### src/rtl/mpsoc_glip_packetizer_pkg.sv
// Shared types for the host-side GLIP framing stage: FSM encodings and word width.
package mpsoc_glip_packetizer_pkg;

  localparam int unsigned GLIP_WORD_WIDTH = 16;

  typedef enum logic [1:0] {
    TxCollect,
    TxDrop,
    TxLen,
    TxBody
  } tx_state_t;

  typedef enum logic [1:0] {
    RxLen,
    RxBody,
    RxDrop
  } rx_state_t;

endpackage

### src/rtl/mpsoc_glip_tx_buffer.sv
// Single-write/single-read packet store for the TX path: registered write, combinational read.
module mpsoc_glip_tx_buffer
  import mpsoc_glip_packetizer_pkg::*;
#(
  parameter int unsigned DATA_WIDTH = GLIP_WORD_WIDTH,
  parameter int unsigned DEPTH      = 12,
  parameter int unsigned ADDR_WIDTH = (DEPTH > 1) ? $clog2(DEPTH) : 1
) (
  input  logic                  clk,
  input  logic                  wr_en,
  input  logic [ADDR_WIDTH-1:0] wr_addr,
  input  logic [DATA_WIDTH-1:0] wr_data,
  input  logic [ADDR_WIDTH-1:0] rd_addr,
  output logic [DATA_WIDTH-1:0] rd_data
);

  logic [DATA_WIDTH-1:0] mem_q [DEPTH];

  always_ff @(posedge clk) begin
    if (wr_en) begin
      mem_q[wr_addr] <= wr_data;
    end
  end

  assign rd_data = mem_q[rd_addr];

endmodule

### src/rtl/mpsoc_glip_packetizer.sv
// Host-side GLIP framing: length-prefixes outgoing packets, strips and re-delimits incoming ones.
module mpsoc_glip_packetizer
  import mpsoc_glip_packetizer_pkg::*;
#(
  parameter int unsigned DATA_WIDTH  = GLIP_WORD_WIDTH,
  parameter int unsigned MAX_PKT_LEN = 12,
  parameter int unsigned LEN_WIDTH   = $clog2(MAX_PKT_LEN + 1)
) (
  input  logic                  clk,
  input  logic                  rst,
  input  logic [DATA_WIDTH-1:0] host_in_data,
  input  logic                  host_in_last,
  input  logic                  host_in_valid,
  output logic                  host_in_ready,
  output logic [DATA_WIDTH-1:0] host_out_data,
  output logic                  host_out_last,
  output logic                  host_out_valid,
  input  logic                  host_out_ready,
  output logic [DATA_WIDTH-1:0] glip_in_data,
  output logic                  glip_in_valid,
  input  logic                  glip_in_ready,
  input  logic [DATA_WIDTH-1:0] glip_out_data,
  input  logic                  glip_out_valid,
  output logic                  glip_out_ready,
  output logic                  tx_drop,
  output logic                  rx_drop
);

  localparam int unsigned BufAw = (MAX_PKT_LEN > 1) ? $clog2(MAX_PKT_LEN) : 1;
  localparam logic [LEN_WIDTH-1:0]  MaxLen  = LEN_WIDTH'(MAX_PKT_LEN);
  localparam logic [LEN_WIDTH-1:0]  CntOne  = LEN_WIDTH'(1);
  localparam logic [DATA_WIDTH-1:0] MaxLenW = DATA_WIDTH'(MAX_PKT_LEN);
  localparam logic [DATA_WIDTH-1:0] RemOne  = DATA_WIDTH'(1);

  tx_state_t             tx_state_q;
  logic [LEN_WIDTH-1:0]  cnt_q;
  logic [LEN_WIDTH-1:0]  rd_q;
  logic                  tx_drop_q;
  rx_state_t             rx_state_q;
  logic [DATA_WIDTH-1:0] rem_q;
  logic                  rx_drop_q;

  logic                  tx_full;
  logic                  buf_wr_en;
  logic [DATA_WIDTH-1:0] buf_rd_data;

  assign tx_full   = (cnt_q == MaxLen);
  assign buf_wr_en = host_in_valid && (tx_state_q == TxCollect) && !tx_full;

  mpsoc_glip_tx_buffer #(
    .DATA_WIDTH (DATA_WIDTH),
    .DEPTH      (MAX_PKT_LEN),
    .ADDR_WIDTH (BufAw)
  ) u_tx_buffer (
    .clk     (clk),
    .wr_en   (buf_wr_en),
    .wr_addr (cnt_q[BufAw-1:0]),
    .wr_data (host_in_data),
    .rd_addr (rd_q[BufAw-1:0]),
    .rd_data (buf_rd_data)
  );

  // TX: store a whole packet first so its length is known before the first GLIP word goes out.
  always_ff @(posedge clk) begin
    if (rst) begin
      tx_state_q <= TxCollect;
      cnt_q      <= '0;
      rd_q       <= '0;
      tx_drop_q  <= 1'b0;
    end else begin
      tx_drop_q <= 1'b0;
      unique case (tx_state_q)
        TxCollect: begin
          if (host_in_valid) begin
            if (tx_full) begin
              if (host_in_last) begin
                tx_drop_q <= 1'b1;
                cnt_q     <= '0;
              end else begin
                tx_state_q <= TxDrop;
              end
            end else begin
              cnt_q <= cnt_q + CntOne;
              if (host_in_last) begin
                tx_state_q <= TxLen;
              end
            end
          end
        end
        TxDrop: begin
          if (host_in_valid && host_in_last) begin
            tx_drop_q  <= 1'b1;
            cnt_q      <= '0;
            tx_state_q <= TxCollect;
          end
        end
        TxLen: begin
          if (glip_in_ready) begin
            rd_q       <= '0;
            tx_state_q <= TxBody;
          end
        end
        TxBody: begin
          if (glip_in_ready) begin
            if (rd_q == cnt_q - CntOne) begin
              cnt_q      <= '0;
              tx_state_q <= TxCollect;
            end else begin
              rd_q <= rd_q + CntOne;
            end
          end
        end
        default: tx_state_q <= TxCollect;
      endcase
    end
  end

  // RX: rem spans the full word width so oversize packets are drained exactly.
  always_ff @(posedge clk) begin
    if (rst) begin
      rx_state_q <= RxLen;
      rem_q      <= '0;
      rx_drop_q  <= 1'b0;
    end else begin
      rx_drop_q <= 1'b0;
      unique case (rx_state_q)
        RxLen: begin
          if (glip_out_valid && (glip_out_data != '0)) begin
            rem_q <= glip_out_data;
            if (glip_out_data > MaxLenW) begin
              rx_drop_q  <= 1'b1;
              rx_state_q <= RxDrop;
            end else begin
              rx_state_q <= RxBody;
            end
          end
        end
        RxBody: begin
          if (glip_out_valid && host_out_ready) begin
            rem_q <= rem_q - RemOne;
            if (rem_q == RemOne) begin
              rx_state_q <= RxLen;
            end
          end
        end
        RxDrop: begin
          if (glip_out_valid) begin
            rem_q <= rem_q - RemOne;
            if (rem_q == RemOne) begin
              rx_state_q <= RxLen;
            end
          end
        end
        default: rx_state_q <= RxLen;
      endcase
    end
  end

  // Outputs are forced low while rst is high, including the first reset cycle.
  always_comb begin
    host_in_ready = 1'b0;
    glip_in_valid = 1'b0;
    glip_in_data  = '0;
    tx_drop       = 1'b0;
    if (!rst) begin
      tx_drop = tx_drop_q;
      unique case (tx_state_q)
        TxCollect, TxDrop: host_in_ready = 1'b1;
        TxLen: begin
          glip_in_valid = 1'b1;
          glip_in_data  = DATA_WIDTH'(cnt_q);
        end
        TxBody: begin
          glip_in_valid = 1'b1;
          glip_in_data  = buf_rd_data;
        end
        default: ;
      endcase
    end
  end

  always_comb begin
    glip_out_ready = 1'b0;
    host_out_valid = 1'b0;
    host_out_data  = '0;
    host_out_last  = 1'b0;
    rx_drop        = 1'b0;
    if (!rst) begin
      rx_drop = rx_drop_q;
      unique case (rx_state_q)
        RxLen, RxDrop: glip_out_ready = 1'b1;
        RxBody: begin
          host_out_valid = glip_out_valid;
          glip_out_ready = host_out_ready;
          host_out_data  = glip_out_data;
          host_out_last  = (rem_q == RemOne);
        end
        default: ;
      endcase
    end
  end

endmodule

### config.mk
export PLATFORM = sky130hd
export DESIGN_NAME = mpsoc_glip_packetizer
export DESIGN_NICKNAME = d
export VERILOG_FILES = /design/src/rtl/mpsoc_glip_packetizer_pkg.sv /design/src/rtl/mpsoc_glip_tx_buffer.sv /design/src/rtl/mpsoc_glip_packetizer.sv
export SDC_FILE = /design/constraint.sdc
export NUM_CORES = 1
export LEC_CHECK = 0
export CORE_UTILIZATION = 60
export CTS_BUF_LIST = sky130_fd_sc_hd__clkbuf_8
export CTS_CLUSTER_SIZE = 40
export DETAILED_ROUTE_END_ITERATION = 10
export PLACE_DENSITY = 0.82
export SYNTH_ARGS = -nofsm -noshare
export SYNTH_HDL_FRONTEND = slang
export SYNTH_SLANG_ARGS = --single-unit
### constraint.sdc
create_clock -name clk -period 8.1 [get_ports clk]
set_clock_uncertainty 0.15 [all_clocks]
set_input_delay 2.43 -clock clk [delete_from_list [all_inputs] [get_ports clk]]
set_output_delay 2.43 -clock clk [all_outputs]
set_load 0.005 [all_outputs]
==> results of run 1 <==
## power breakdown
part	leakage [nW]	internal, mW	switching, mW
clock	0.370	0.491	0.434
sequential	2.01	1.30	0.0307
combinational	1.46	0.126	0.182
## tightest hold or removal path, stage by stage (launching register included)
cell and delay (ns):
dfxtp_1 0.32, nand2_1 0.06, o32ai_1 0.06
## stage by stage
step | instance area, um^2 | power [mW]
2_1_floorplan | 9920 | 1.56
6_report | 11600 | 2.57
3_3_place_gp | 10900 | 1.64
3_5_place_dp | 10900 | 1.66
4_1_cts | 11600 | 2.57
5_1_grt | 11600 | 2.66
## flip-flops by register name, indices dropped and copies added (netlist names), named ones only
register           flops
rx_state_q             2
tx_state_q             2
rd_q                   4
u_tx_buffer.mem_q    192
rx_drop_q              1
tx_drop_q              1
cnt_q                  4
rem_q                 16
## cell families (layout without fill, tap and decap cells)
logic type | after synthesis | in the layout
AO/OA/AOI/OAI | 162 | 162
XOR/XNOR | 8 | 8
multiplexers | 73 | 73
buffers and inverters | 56 | 176
flip-flops | 226 | 226
adder cells (fa/ha/maj) | 12 | 12
AND/OR/NAND/NOR | 156 | 156
## layer usage
metal	track usage	part of all wire	wire (um)	vias up
met2	0.436	0.50	10700	222
met3	0.0493	0.058	1240	45
met1	0.339	0.42	9020	3181
li1	-	-	-	2883
met5	0	0	0	-
met4	0.0892	0.022	476	0
## area by class of cell
cell class	count	area share
flip-flops and latches	226	0.556
multi-input cells	411	0.279
repair buffers	94	0.0775
clock buffers	37	0.0439
well taps	216	0.0233
clock inverters	28	0.0147
inverters	17	0.00550
## final timing paths
check                start                   endpoint  slack [ns]  depth (start not counted)
setup reg to reg  cnt_q[0]  u_tx_buffer.mem_q[11][10]        4.65                          7
hold / removal    rem_q[5]                   rem_q[5]        0.35                          2
hold reg to reg   rem_q[5]                   rem_q[5]        0.35                          2
setup / recovery       rst            glip_in_data[4]        0.56                          7
## placed cells by master (no fill, tap or decap), types with 12 or more instances in the layout
| cell type | instances |
|---|---|
| a21oi_1 | 43 |
| and2_1 | 22 |
| inv_1 | 22 |
| clkinv_1 | 14 |
| nor2_1 | 32 |
| buf_4 | 17 |
| nand2_1 | 39 |
| edfxtp_1 | 192 |
| ha_1 | 12 |
| nor2b_1 | 12 |
| mux2i_1 | 25 |
| a22oi_1 | 12 |
| clkdlybuf4s50_1 | 77 |
| dfxtp_1 | 32 |
| mux2_2 | 22 |
| a21o_1 | 15 |
| clkbuf_8 | 37 |
| mux4_2 | 24 |
| o21ai_0 | 19 |
==> impl_metrics.env, run 1 <==
export IMPL_status="completed"
export IMPL_gr_total_overflow=0
export IMPL_synth_cell_types=70
export IMPL_dr_pass1_iters=6
export IMPL_hold_viol=0
export IMPL_dpl_cell_count=964
export IMPL_yosys_warnings=0
export IMPL_synthArstFlopShare=0
export IMPL_cpPeakStageDelay_ns=0.54
export IMPL_clock_fmax_ghz=0.133
export IMPL_clk_pin_slew_worst_paths_ns=0.06
export IMPL_netlist_area_um2=9920
export IMPL_final_min_clock_period_ns=7.54
export IMPL_numCtsBuffers=36
export IMPL_synth_edff_count=192
export IMPL_place_gp_congestion=0.842
export IMPL_fin_ws_ns=0.564
export IMPL_ys_top_cells_by_area="edfxtp_1 58%, dfxtp_1 6.9%, mux4_2 5.4%"
export IMPL_drtIter0Drc=770
export IMPL_tightestPinTransition_ns=1.22
export IMPL_ant_nets=0
export IMPL_antenna_found_initial=0
export IMPL_synth_main_ff_cell="edfxtp_1"
export IMPL_required_ns=5.52
export IMPL_grt_usage=0.259
export IMPL_num_vias=6331
export IMPL_setup_violations_final=0
export IMPL_netlist_top_cells_count="192 x edfxtp_1, 43 x a21oi_1, 39 x nand2_1, 34 x dfxtp_1, 32 x nor2_1"
export IMPL_cts_tree="yes"
export IMPL_pre_cts_ws_ns=0.545
export IMPL_routedWlPerCell_um=20.8
export IMPL_yosys_area_top_type="edfxtp_1"
export IMPL_hp_class="flip-flop to flip-flop"
export IMPL_post_cts_resized=0
export IMPL_cp_end_kind="primary output"
export IMPL_yosys_area_share_simple=0.0826
export IMPL_synthCells=693
export IMPL_path_cells="clkdlybuf4s50_1 > inv_1 > nand2_1 > inv_2 > nand2_1 > a21oi_1 > clkdlybuf4s50_1"
export IMPL_num_rows=46
export IMPL_cp_max_fo=13
export IMPL_ctsHoldBuffers=0
export IMPL_grt_first_pass_wirelength_mm=32.9
export IMPL_synth_seq_area_share=0.650
export IMPL_fin_util=0.725
export IMPL_clock_path_buffers=3
export IMPL_synth_compound_area_frac=0.110
export IMPL_synth_top_family_by_area="compound AO/OA/AOI/OAI gates"
export IMPL_syn_nets=744
export IMPL_fin_cells=1029
export IMPL_design_die_area_um2=17100
export IMPL_slew_viol_final=0
export IMPL_grt_setup_unrepaired="false"
export IMPL_syn_area_per_cell_um2=14.3
export IMPL_synthAdderAreaFrac=0.0151
export IMPL_start_util=0.620
export IMPL_path_buf_inv=4
export IMPL_port_buffers=77
export IMPL_synth_mux_area_frac=0.107
export IMPL_antenna_cells=0
export IMPL_ir_drop_uv=200
export IMPL_grt_max_degree=42
export IMPL_routed_wl_mm=21.4
export IMPL_p_leak_nw=3.84
export IMPL_fill_cells=1038
export IMPL_drive_gt1_frac=0.154
export IMPL_multiInputGateArea_um2=3230
export IMPL_clock_sinks=226
export IMPL_power_density_nw_per_um2=221
export IMPL_register_area_um2=6450
export IMPL_synthXorXnorAreaFrac=0.00858
export IMPL_dpl_hpwl_mm=12.8
export IMPL_via_per_inst=6.15
export IMPL_relSlewSlack=0.183
export IMPL_path_class="primary input to primary output"
export IMPL_crit_path_start_kind="primary input"
export IMPL_core_area_um2=16000
export IMPL_clkLatencyLatePin_ns=0.52
export IMPL_cp_top_family="buffers and inverters"
export IMPL_whs_ns=0.350
export IMPL_tns_ns=0
export IMPL_crit_slowest_cell="clkdlybuf4s50_1"
export IMPL_area_growth_pct=16.9
export IMPL_drc=0
export IMPL_dieWidth_um=131
export IMPL_fin_nets=837
export IMPL_die_y_um=131
export IMPL_h_tree_depth=2
export IMPL_synth_top_cell_area_share=0.581
export IMPL_maxCapViolations=0
export IMPL_yosysMostFrequentCell="edfxtp_1"
export IMPL_critical_path_arrival_ns=4.96
export IMPL_postCtsSetupRepairBufs=0
export IMPL_grt_pass1_vias=6224
export IMPL_num_io_pins=78
export IMPL_final_period_utilization=0.930
export IMPL_clockRootBuffer="clkbuf_8"
export IMPL_synth_seq_cells=226
Note: power is estimated with default switching activity, not from simulation.
==> run 2: changes to the inputs <==
--- a/config.mk
+++ b/config.mk
@@ -5,6 +5,7 @@
 export SDC_FILE = /design/constraint.sdc
 export NUM_CORES = 1
 export LEC_CHECK = 0
+export ABC_CLOCK_PERIOD_IN_PS = 8100
 export CORE_UTILIZATION = 60
 export CTS_BUF_LIST = sky130_fd_sc_hd__clkbuf_8
 export CTS_CLUSTER_SIZE = 40
==> results of run 2 <==
Same layout as run 1: the final DEF is identical, and so are final timing and power.
